==> src/rtl/spi_reg_rx.sv <==
// -----------------------------------------------------------------------------
// spi_reg_rx
// -----------------------------------------------------------------------------
// SPI slave receiver that captures one fixed-length register write per frame.
// A frame is DATA_W data bits followed by ADDR_W address bits, both MSB-first,
// transferred while SS is low. SCLK, MOSI and SS are asynchronous to CLK. They
// are oversampled through SYNC_STAGES-deep synchronisers, and all SPI edges are
// detected in the CLK domain.
//
// A frame is accepted only if exactly DATA_W+ADDR_W sampling edges occurred
// while SS was low. An accepted frame updates SPI_DATA/SPI_ADDRESS and pulses
// SPI_ENA. Any other bit count pulses SPI_ERR and leaves the outputs untouched.
// A frame that is already in progress when reset is released is dropped
// without a strobe (LOCKOUT state).
//
// Optional feature (compile-time macro SPI_REG_RX_READBACK_EN):
//   On SS fall, {SPI_DATA,SPI_ADDRESS} is copied into a transmit register.
//   Its MSB drives MISO, and it shifts left on every non-sampling SCLK edge.
//   When the macro is undefined, MISO is tied low and no transmit register
//   exists.
//
// Parameters
//   DATA_W       data field width (1..32)
//   ADDR_W       address field width (1..32)
//   SAMPLE_EDGE  1: sample MOSI on SCLK rise, 0: on SCLK fall
//   SYNC_STAGES  synchroniser depth (2..4)
//
// Ports
//   CLK          system clock, rising edge
//   RST          asynchronous active-low reset
//   SCLK         SPI clock (async)
//   MOSI         SPI data in (async)
//   SS           active-low frame select (async)
//   MISO         readback serial data (0 without readback)
//   SPI_DATA     data field of last valid frame
//   SPI_ADDRESS  address field of last valid frame
//   SPI_ENA      one-cycle strobe, new valid frame
//   SPI_ERR      one-cycle strobe, frame dropped for wrong bit count
// -----------------------------------------------------------------------------
module spi_reg_rx #(
  parameter int DATA_W      = 8,
  parameter int ADDR_W      = 8,
  parameter int SAMPLE_EDGE = 1,
  parameter int SYNC_STAGES = 2
) (
  input  logic              CLK,
  input  logic              RST,
  input  logic              SCLK,
  input  logic              MOSI,
  input  logic              SS,
  output logic              MISO,
  output logic [DATA_W-1:0] SPI_DATA,
  output logic [ADDR_W-1:0] SPI_ADDRESS,
  output logic              SPI_ENA,
  output logic              SPI_ERR
);

  localparam int FRAME_W = DATA_W + ADDR_W;
  // The counter must reach FRAME_W+1 so that over-long frames stay
  // distinguishable from exact ones.
  localparam int CNT_W   = $clog2(FRAME_W + 2);

  localparam logic [CNT_W-1:0] CNT_FULL = CNT_W'(FRAME_W);
  localparam logic [CNT_W-1:0] CNT_SAT  = CNT_W'(FRAME_W + 1);
  localparam logic [CNT_W-1:0] CNT_ONE  = CNT_W'(1);
  localparam logic [CNT_W-1:0] CNT_ZERO = CNT_W'(0);

  typedef enum logic [1:0] {
    ST_IDLE    = 2'd0,
    ST_SHIFT   = 2'd1,
    ST_LOCKOUT = 2'd2
  } state_e;

  // ---------------------------------------------------------------------------
  // Synchronisers and edge detection
  // ---------------------------------------------------------------------------
  logic [SYNC_STAGES-1:0] sclk_sync_q;
  logic [SYNC_STAGES-1:0] mosi_sync_q;
  logic [SYNC_STAGES-1:0] ss_sync_q;
  logic                   sclk_prev_q;
  logic                   ss_prev_q;

  // Synchroniser chains plus one-cycle history for edge detection.
  // SS clears to 0, so after reset the block sees SS as low. A released-high
  // SS therefore shows up as a rising edge that takes LOCKOUT to IDLE.
  always_ff @(posedge CLK or negedge RST) begin
    if (!RST) begin
      sclk_sync_q <= {SYNC_STAGES{1'b0}};
      mosi_sync_q <= {SYNC_STAGES{1'b0}};
      ss_sync_q   <= {SYNC_STAGES{1'b0}};
      sclk_prev_q <= 1'b0;
      ss_prev_q   <= 1'b0;
    end else begin
      sclk_sync_q <= {sclk_sync_q[SYNC_STAGES-2:0], SCLK};
      mosi_sync_q <= {mosi_sync_q[SYNC_STAGES-2:0], MOSI};
      ss_sync_q   <= {ss_sync_q[SYNC_STAGES-2:0], SS};
      sclk_prev_q <= sclk_sync_q[SYNC_STAGES-1];
      ss_prev_q   <= ss_sync_q[SYNC_STAGES-1];
    end
  end

  logic sclk_s;
  logic mosi_s;
  logic ss_s;
  logic sclk_rise_s;
  logic sclk_fall_s;
  logic ss_rise_s;
  logic ss_fall_s;
  logic sample_edge_s;

  assign sclk_s        = sclk_sync_q[SYNC_STAGES-1];
  assign mosi_s        = mosi_sync_q[SYNC_STAGES-1];
  assign ss_s          = ss_sync_q[SYNC_STAGES-1];
  assign sclk_rise_s   = sclk_s & ~sclk_prev_q;
  assign sclk_fall_s   = ~sclk_s & sclk_prev_q;
  assign ss_rise_s     = ss_s & ~ss_prev_q;
  assign ss_fall_s     = ~ss_s & ss_prev_q;
  assign sample_edge_s = (SAMPLE_EDGE != 0) ? sclk_rise_s : sclk_fall_s;

  // ---------------------------------------------------------------------------
  // Frame FSM and output registers
  // ---------------------------------------------------------------------------
  state_e              state_q, state_d;
  logic [FRAME_W-1:0]  shift_q, shift_d;
  logic [CNT_W-1:0]    cnt_q, cnt_d;
  logic [DATA_W-1:0]   data_q, data_d;
  logic [ADDR_W-1:0]   addr_q, addr_d;
  logic                ena_q, ena_d;
  logic                err_q, err_d;

  // Next-state logic. Strobes default low, so each lasts exactly one cycle.
  // Data and address change only on an accepted frame, so partial shift
  // contents never reach the outputs.
  always_comb begin
    state_d = state_q;
    shift_d = shift_q;
    cnt_d   = cnt_q;
    data_d  = data_q;
    addr_d  = addr_q;
    ena_d   = 1'b0;
    err_d   = 1'b0;
    case (state_q)
      ST_IDLE: begin
        if (ss_fall_s) begin
          state_d = ST_SHIFT;
          shift_d = {FRAME_W{1'b0}};
          cnt_d   = CNT_ZERO;
        end else begin
          state_d = ST_IDLE;
        end
      end
      ST_SHIFT: begin
        if (ss_rise_s) begin
          state_d = ST_IDLE;
          if (cnt_q == CNT_FULL) begin
            data_d = shift_q[FRAME_W-1 -: DATA_W];
            addr_d = shift_q[ADDR_W-1:0];
            ena_d  = 1'b1;
          end else begin
            err_d  = 1'b1;
          end
        end else if (sample_edge_s) begin
          shift_d = {shift_q[FRAME_W-2:0], mosi_s};
          if (cnt_q != CNT_SAT) begin
            cnt_d = cnt_q + CNT_ONE;
          end else begin
            cnt_d = cnt_q;
          end
        end else begin
          state_d = ST_SHIFT;
        end
      end
      ST_LOCKOUT: begin
        // A frame cut by reset ends silently.
        if (ss_rise_s) begin
          state_d = ST_IDLE;
        end else begin
          state_d = ST_LOCKOUT;
        end
      end
      default: begin
        // Unreachable encoding: recover to a safe state that matches SS.
        state_d = ss_s ? ST_IDLE : ST_LOCKOUT;
      end
    endcase
  end

  // State, shift register, counter and registered outputs.
  // Reset lands in LOCKOUT because the synchronised SS is cleared low.
  always_ff @(posedge CLK or negedge RST) begin
    if (!RST) begin
      state_q <= ST_LOCKOUT;
      shift_q <= {FRAME_W{1'b0}};
      cnt_q   <= CNT_ZERO;
      data_q  <= {DATA_W{1'b0}};
      addr_q  <= {ADDR_W{1'b0}};
      ena_q   <= 1'b0;
      err_q   <= 1'b0;
    end else begin
      state_q <= state_d;
      shift_q <= shift_d;
      cnt_q   <= cnt_d;
      data_q  <= data_d;
      addr_q  <= addr_d;
      ena_q   <= ena_d;
      err_q   <= err_d;
    end
  end

  assign SPI_DATA    = data_q;
  assign SPI_ADDRESS = addr_q;
  assign SPI_ENA     = ena_q;
  assign SPI_ERR     = err_q;

  // ---------------------------------------------------------------------------
  // Optional readback path
  // ---------------------------------------------------------------------------
`ifdef SPI_REG_RX_READBACK_EN
  logic               drive_edge_s;
  logic [FRAME_W-1:0] tx_q, tx_d;
  logic               miso_q, miso_d;

  // MISO changes on the edge opposite the sampling edge, so the master sees
  // it stable at its own sampling edge.
  assign drive_edge_s = (SAMPLE_EDGE != 0) ? sclk_fall_s : sclk_rise_s;

  // Transmit register: load the last accepted frame at frame start, then
  // shift on every drive edge. MISO is forced low whenever no frame is
  // being shifted.
  always_comb begin
    tx_d = tx_q;
    if ((state_q == ST_IDLE) && ss_fall_s) begin
      tx_d = {data_q, addr_q};
    end else if ((state_q == ST_SHIFT) && !ss_rise_s && drive_edge_s) begin
      tx_d = {tx_q[FRAME_W-2:0], 1'b0};
    end else begin
      tx_d = tx_q;
    end
    if (state_d == ST_SHIFT) begin
      miso_d = tx_d[FRAME_W-1];
    end else begin
      miso_d = 1'b0;
    end
  end

  // Transmit register and registered MISO.
  always_ff @(posedge CLK or negedge RST) begin
    if (!RST) begin
      tx_q   <= {FRAME_W{1'b0}};
      miso_q <= 1'b0;
    end else begin
      tx_q   <= tx_d;
      miso_q <= miso_d;
    end
  end

  assign MISO = miso_q;
`else
  assign MISO = 1'b0;
`endif

endmodule

==> config.mk <==
export PLATFORM = sky130hd
export DESIGN_NAME = spi_reg_rx
export DESIGN_NICKNAME = d
export VERILOG_FILES = /design/src/rtl/spi_reg_rx.sv
export SDC_FILE = /design/constraint.sdc
export NUM_CORES = 1
export LEC_CHECK = 0
export CAP_MARGIN = 20
export CORE_ASPECT_RATIO = 0.7
export CORE_MARGIN = 8
export CORE_UTILIZATION = 46
export CTS_BUF_LIST = sky130_fd_sc_hd__clkbuf_16
export CTS_CLUSTER_SIZE = 14
export DETAILED_ROUTE_END_ITERATION = 16
export PLACE_DENSITY = 0.76
export SETUP_SLACK_MARGIN = 0.3
export SLEW_MARGIN = 20
export SYNTH_ARGS = -nofsm -noshare
export SYNTH_HDL_FRONTEND = slang
export SYNTH_SLANG_ARGS = --single-unit
==> constraint.sdc <==
create_clock -name CLK -period 1.7 [get_ports CLK]
set_input_delay 0.34 -clock CLK [delete_from_list [all_inputs] [get_ports CLK]]
set_output_delay 0.34 -clock CLK [all_outputs]
set_load 0.05 [all_outputs]
### Word level (Yosys, flattened, before mapping)

Cells that the tools add are included.

| word-level totals | value |
|---|---|
| register bits after elaboration | 49 |
| bits of input ports | 5 |
| output and inout port bits | 19 |
| word-level logic and storage cells | 54 |

| operators by class | value |
|---|---|
| add/subtract/negate cells | 1 |
| equal/unequal tests | 9 |
| muxes and demuxes | 21 |
| bitwise gates (word level) | 6 |
| reduce and logical (&&, ||, !) cells | 5 |

Operator list:

| operator | count |
|---|---|
| 16-bit two-way mux | 3 |
| 16-bit one-hot mux with 2 select lines | 1 |
| 5-bit two-way mux | 4 |
| 5-bit one-hot mux with 2 select lines | 1 |
| 2-bit two-way mux | 4 |
| 2-bit inequality test, second input constant | 4 |
| 1-bit two-way mux | 7 |
| 2-bit one-hot mux with 3 select lines | 1 |
| 5-bit by 1-bit adder with 5-bit output, second input constant | 1 |
| 5-bit equality test, second input constant | 1 |
| 5-bit inequality test, second input constant | 1 |
| 5-bit AND reduction | 1 |
| 4-bit AND reduction | 1 |
| 1-bit AND | 3 |
| 3-bit inequality test, second input constant | 1 |
| 1-bit inverter | 3 |
| 3-bit AND reduction | 1 |
| 2-bit by 1-bit equality test with 1-bit output, second input constant | 1 |
| 2-bit equality test, second input constant | 1 |
| 2-bit logical NOT | 1 |
| 2-bit nonzero test | 1 |

### Logic depth before layout (Yosys ltp)

Gate-level depths: netlist of run 1.

| logic depth | value |
|---|---|
| depth in word-level cells | 5 |
| gate-level depth with buffers | 6 |
| gate-level depth less buffers | 5 |

### Least setup slack after synthesis of run 1

No wires, ideal clock.

| path | value |
|---|---|
| path type | reg-to-reg |
| from | register state_q[1] |
| to | register addr_q[0], in the netlist SPI_ADDRESS[0] |
| setup time | 0.125 ns |
| data arrival time | 1.435 ns |
| data required time | 1.575 ns |
| slack | 0.140 ns |
| cell stages (with the launch flop) | 6 |
| path buffers | 1 |
| clock period less this slack | 1.560 ns |
| cells stage by stage | dfstp_2 nand2b_1 nor2_1 nand3_4 buf_6 mux2_4 |

| between the ends | value |
|---|---|
| longest elaborated chain between the ends | 2 |

RTL lines:

| what | RTL line | RTL |
|---|---|---|
| start, declared | 123 | `state_e state_q, state_d;` |
| start signal, assigned | 200 | `state_q <= state_d;` |
| 2-bit by 1-bit equality test with 1-bit output | 142 | `case (state_q)` |
| 3-bit AND reduction (no line) | -- |  |
| end signal, assigned | 196 | `addr_q <= {ADDR_W{1'b0}};` |
| end signal, assigned | 204 | `addr_q <= addr_d;` |
| end, declared | 127 | `logic [ADDR_W-1:0] addr_q, addr_d;` |

No other way between the ends.
A chain may end at the register's enable or synchronous reset.

### Worst setup path in the final report of run 1

| path | value |
|---|---|
| from | register cnt_q[3] |
| to | register data_q[6], in the netlist SPI_DATA[6] |

| between the ends | value |
|---|---|
| longest elaborated chain between the ends | 2 |

RTL lines:

| what | RTL line | RTL |
|---|---|---|
| start, declared | 125 | `logic [CNT_W-1:0] cnt_q, cnt_d;` |
| start signal, assigned | 202 | `cnt_q <= cnt_d;` |
| 5-bit equality test | 155 | `if (cnt_q == CNT_FULL) begin` |
| 3-bit AND reduction (no line) | -- |  |
| end signal, assigned | 195 | `data_q <= {DATA_W{1'b0}};` |
| end signal, assigned | 203 | `data_q <= data_d;` |
| end, declared | 126 | `logic [DATA_W-1:0] data_q, data_d;` |

No other way between the ends.

==> impl_metrics.py, run 1 <==
metrics = {
    "outcome": {
        "status": "complete, no violations",
    },
    "clocking": {
        "tritoncts": "built",
        "clk_latency_ns": 0.28,
        "root_buffer": "clkbuf_16",
        "path_clk_slew_ns": 0.06,
        "ctsHoldBuffers": 0,
        "htreeDepth": 2,
        "numCtsBuffers": 5,
        "cts_buffer_depth": 2,
        "clock-sinks": 49,
    },
    "synthesis": {
        "synth_edf_count": 0,
        "synth-seq-cells": 49,
        "syn_area_um2": 1960,
        "ys_seq_area_frac": 0.626,
        "ys.flop_type": "dfrtp_1",
        "synth_area_leader_cell": "dfrtp_1",
        "synth_area_leaders": "dfrtp_1 61%, a22o_1 7.2%, mux2_4 6.9%",
        "ys_warn_count": 0,
        "yosysUniqueCellTypes": 33,
        "avgSynthCellArea_um2": 15.0,
        "async_reset_ff_frac": 1.00,
        "synth_top_area_frac": 0.613,
        "synth_nets": 139,
        "syn_inst": 131,
    },
    "finish": {
        "area_growth_pct": 27.3,
        "final_util": 0.593,
        "drive_gt1_frac": 0.443,
        "num_antenna_cells": 0,
        "nNetsFinal": 174,
        "final_cells": 222,
    },
    "pwr": {
        "p_total_mw": 2.39,
        "ir_drop_v": 0.000632,
        "p_per_area_nw_per_um2": 958,
        "cellLeakagePower_nw": 1.23,
    },
    "sta": {
        "fin_worst_skew_ns": 0.00459,
        "maxSlewViolCount": 0,
        "max_freq_ghz": 0.649,
        "hold_viol_final": 0,
        "tns_ns": 0,
        "setup_violations": 0,
        "period_share": 0.906,
        "finalCriticalPeriod_ns": 1.54,
        "rsz0062_at_grt": "true",
    },
    "global_route": {
        "grt.busiest_layer": "met2",
        "grt_pass1_wl_um": 6350,
        "grt_util_met2": 0.182,
        "grt_max_degree": 50,
        "gr-total-overflow": 0,
        "antenna_found_initial": 0,
        "grt_util_met3": 0.0381,
        "gr-usage-met1": 0.158,
        "track_usage": 0.121,
        "grt_pass1_vias": 1244,
    },
    "routing": {
        "drt_iter0_markers": 49,
        "first_pass_iters": 4,
        "vias": 1184,
        "detail_route.wl_per_cell_um": 17.6,
        "wl_um": 3910,
        "drcViolationCount": 0,
        "viasPerCell": 5.33,
        "ant_nets": 0,
    },
    "floorplanning": {
        "initial_core_util": 0.466,
        "coreArea_um2": 4200,
        "die_x_um": 94.0,
        "num_io_pins": 24,
        "core.rowCount": 20,
        "design.die.area_um2": 6640,
        "die_height_um": 70.6,
    },
    "critical_path": {
        "worst_ep_arrival_time_ns": 1.71,
        "critPathMaxFanout": 8,
        "r2r_slack_ns": 0.16,
        "critPathKind": "flop to flop",
        "crit_required_ns": 1.87,
        "critPathCaptureType": "flop",
        "start_kind": "flop",
    },
    "placement": {
        "numPortBuffers": 22,
        "dp_cells": 205,
        "hpwl_um": 2480,
        "gp_congestion": 0.722,
    },
    "min_path": {
        "hp-class": "primary input to async pin",
    },
    "run": {
        "cap_violations": 0,
    },
}
## power breakdown
part | internal, mW | leakage, nW | switching (mW) | total, mW
combinational | 0.0920 | 0.509 | 0.129 | 0.221
clock | 0.535 | 0.0724 | 0.404 | 0.939
sequential | 1.20 | 0.653 | 0.0286 | 1.23
total | 1.83 | 1.23 | 0.562 | 2.39
## kinds of logic (layout without fill, tap and decap cells)
family,after synthesis,in the layout,synth area share
simple gates,21,21,0.0715
fa+ha+maj,3,3,0.0192
other cells,1,1,0.00191
buf+inv,10,46,0.0281
mux,16,16,0.109
compound gates,31,31,0.144
flops,49,49,0.626
## critical path, stage by stage, from the launching register on
cell	delay, ns
dfrtp_2	0.47
nor3b_4	0.33
nand3_4	0.14
clkbuf_16	0.19
mux2_4	0.29
## stage by stage
stage,worst slack [ns],area (um^2),hold slack [ns]
6_report,0.160,2490,0.0252
5_1_grt,0.109,2490,0.0430
4_1_cts,0.168,2440,0.0430
3_5_place_dp,0.111,2220,0.339
3_3_place_gp,0.191,2220,0.332
2_1_floorplan,0.266,1990,0.0444
## final cells by class
class                      count  area (um^2)
inverter                       4         15.0
fill                         335         1710
clock inverter                 3         15.0
tap                           55         68.8
multi-input combinational     72          733
timing repair buffer          34          307
clock buffer                   5          125
sequential                    49         1230
## synth_stat cells, types with 3 or more instances
cell type and n:
dfrtp_1 48, a22o_1 16, mux2_4 9, mux2_2 7, inv_1 4, nand2_1 4
nand2b_1 4, ha_1 3, nor2_1 3, o31ai_1 3
## routing by layer
layer,wire [um],vias to the layer above
li1,-,542
met1,1830,614
met2,1880,26
met3,178,2
met4,23,0
met5,0,-
## sequential cells by signal, indices dropped and copies added, names as in the netlist
name         flops
SPI_ADDRESS      8
SPI_DATA         8
SPI_ENA          1
SPI_ERR          1
cnt_q            5
mosi_sync_q      2
sclk_prev_q      1
sclk_sync_q      2
shift_q         16
ss_prev_q        1
ss_sync_q        2
state_q          2
## placed cells by master, fill, tap and decap left out, types with 2 or more instances in the layout
| cell type | n |
|---|---|
| dfrtp_1 | 45 |
| buf_4 | 26 |
| a22o_1 | 16 |
| mux2_4 | 9 |
| mux2_2 | 7 |
| inv_1 | 6 |
| clkbuf_16 | 6 |
| nand2_1 | 4 |
| dfrtp_2 | 3 |
| clkdlybuf4s50_1 | 3 |
| nor2b_1 | 2 |
| nand2b_1 | 2 |
| nor2_1 | 2 |
| or3_4 | 2 |
| a41oi_1 | 2 |
| o31ai_2 | 2 |
| o2bb2ai_1 | 2 |
| ha_2 | 2 |
| buf_12 | 2 |
## path summary, 6_finish.rpt
path                                           from                        to  cells after the start
max                            cnt_q[3]$_DFFE_PN0P_   SPI_DATA[6]$_DFFE_PN0P_                      4
min                                             RST   SPI_DATA[1]$_DFFE_PN0P_                      2
max reg2reg                    cnt_q[3]$_DFFE_PN0P_   SPI_DATA[6]$_DFFE_PN0P_                      4
min reg2reg                sclk_sync_q[0]$_DFF_PN0_  sclk_sync_q[1]$_DFF_PN0_                      0
max in group asynchronous                       RST    state_q[1]$_DFFE_PN1P_                      2
min in group CLK           sclk_sync_q[0]$_DFF_PN0_  sclk_sync_q[1]$_DFF_PN0_                      0
## what timing repair did
action	4_1_cts	5_1_grt
pin swaps	1	1
gates resized for setup	6	4
buffers inserted	7	1
cloned	0	1
endpoints found under the setup margin	37	35
Power figures use the tool's default switching activity.
==> inputs of run 2 (changes only) <==
CORE_ASPECT_RATIO = 1.4   (was 0.7)
==> impl_metrics.py, run 2 (synthesis results as in run 1) <==
metrics = {
    "placement": {
        "numPortBuffers": 22,
        "gp_congestion": 0.862,
        "hpwl_um": 2490,
    },
    "floorplanning": {
        "die_height_um": 93.2,
        "num_io_pins": 24,
        "core.rowCount": 28,
        "initial_core_util": 0.470,
        "design.die.area_um2": 6630,
        "die_x_um": 71.2,
        "coreArea_um2": 4170,
    },
    "global_route": {
        "antenna_found_initial": 0,
        "track_usage": 0.135,
        "gr-total-overflow": 0,
        "grt_max_degree": 29,
        "grt_pass1_wl_um": 7000,
        "grt_pass1_vias": 1411,
    },
    "critical_path": {
        "timing.rr.end": "cnt_q[3]$_DFFE_PN0P_",
        "start_kind": "flop",
        "critPathMaxFanout": 5,
        "worst_ep_arrival_time_ns": 1.73,
        "crit_end": "cnt_q[3]$_DFFE_PN0P_",
        "critPathKind": "flop to flop",
        "r2r-start": "ss_sync_q[1]$_DFF_PN0_",
        "crit_required_ns": 1.87,
        "r2r_slack_ns": 0.14,
        "ff2ff_path_depth": 4,
        "critPathCaptureType": "flop",
        "startpoint": "ss_sync_q[1]$_DFF_PN0_",
    },
    "sta": {
        "maxSlewViolCount": 0,
        "hold_viol_final": 0,
        "max_freq_ghz": 0.641,
        "rsz0062_at_grt": "true",
        "worst_pin_slew_ns": 0.504,
        "period_share": 0.918,
        "slew_headroom": 0.664,
        "tns_ns": 0,
        "finalCriticalPeriod_ns": 1.56,
        "fin_worst_skew_ns": 0.00688,
        "setup_violations": 0,
    },
    "clocking": {
        "clk_latency_ns": 0.28,
        "root_buffer": "clkbuf_16",
        "htreeDepth": 2,
        "cts_buffer_depth": 2,
        "tritoncts": "built",
        "path_clk_slew_ns": 0.06,
        "clock-sinks": 49,
        "numCtsBuffers": 5,
    },
    "finish": {
        "nNetsFinal": 184,
        "largest_reg_flops": 16,
        "multi_input_area_um2": 805,
        "final_util": 0.634,
        "top_register": "shift_q",
        "fill_cells": 298,
        "final_cell_mix": "43 x dfrtp_1, 32 x buf_4, 16 x a22o_1",
        "regArea_um2": 1230,
        "area_growth_pct": 35.0,
        "drive_gt1_frac": 0.503,
        "layout_commonest_cell": "dfrtp_1",
        "num_antenna_cells": 0,
    },
    "pwr": {
        "p_per_area_nw_per_um2": 919,
        "cellLeakagePower_nw": 1.32,
        "ir_drop_v": 0.000638,
    },
    "min_path": {
        "hp-class": "primary input to async pin",
    },
    "run": {
        "cap_violations": 0,
    },
    "outcome": {
        "status": "complete, no violations",
    },
    "routing": {
        "viasPerCell": 5.77,
        "wl_um": 4470,
        "vias": 1282,
        "detail_route.wl_per_cell_um": 20.1,
        "ant_nets": 0,
        "first_pass_iters": 4,
        "drcViolationCount": 0,
        "drt_iter0_markers": 83,
    },
}
run 2: cell types whose count changed in the layout (fill, tap and decap cells not counted), sizes merged:
cell	previous run	this run
clkbuf	6	5
clkinvlp	1	0
clkinv	0	1
buf	30	41
run 2: worst min-delay path by stage:
stage               startpoint                         end  slack, ns
floorplan                  RST  SPI_ADDRESS[0]$_DFFE_PN0P_       0.04
global placement           RST       sclk_prev_q$_DFF_PN0_       0.32
detailed placement         RST       sclk_prev_q$_DFF_PN0_       0.34
CTS                        RST       sclk_prev_q$_DFF_PN0_       0.04
global route               RST       sclk_prev_q$_DFF_PN0_       0.06
finish                     RST       sclk_prev_q$_DFF_PN0_       0.02
run 2: worst max-delay path, cell delays in order, from the launching register on:
cell       delay (ns)
dfrtp_2          0.44
nand2b_4         0.17
a2bb2oi_4        0.16
or3_4            0.44
o41ai_4          0.23
run 2: routing by layer:
layer  track usage  part of all wire
met3        0.0385             0.040
met4        0.0627             0.027
met1         0.156              0.40
met5             0                 0
met2         0.224              0.53
run 2: timing repair:
action | 4_1_cts | 5_1_grt
cloned | 1 | 1
hold buffers | 0 | 0
endpoints found under the setup margin | 37 | 37
pin swaps | 3 | 19
resized for setup | 14 | 16
endpoints found under the hold margin | 0 | 0
buffers inserted | 12 | 4
run 2: report_power, final:
| group | switching, mW | leakage [nW] | internal, mW |
|---|---|---|---|
| Clock | 0.386 | 0.0738 | 0.529 |
| Combinational | 0.149 | 0.593 | 0.129 |
| Sequential | 0.0329 | 0.650 | 1.20 |
run 2: area by class of cell:
class | instances | area share
Clock buffer | 5 | 0.0473
Clock inverter | 3 | 0.00426
Inverter | 4 | 0.00568
Multi-Input combinational cell | 72 | 0.304
Sequential cell | 49 | 0.466
Tap cell | 45 | 0.0213
Timing Repair Buffer | 44 | 0.151
run 2: metrics by stage:
stage	setup slack [ns]	area, um^2	hold slack, ns	power (mW)	std cells
floorplan	0.266	1990	0.0444	1.36	131
global placement	0.153	2210	0.321	1.42	196
detailed placement	0.111	2210	0.336	1.43	196
CTS	0.151	2530	0.0351	2.40	217
global route	0.120	2650	0.0631	2.52	222
finish	0.139	2650	0.0201	2.43	222
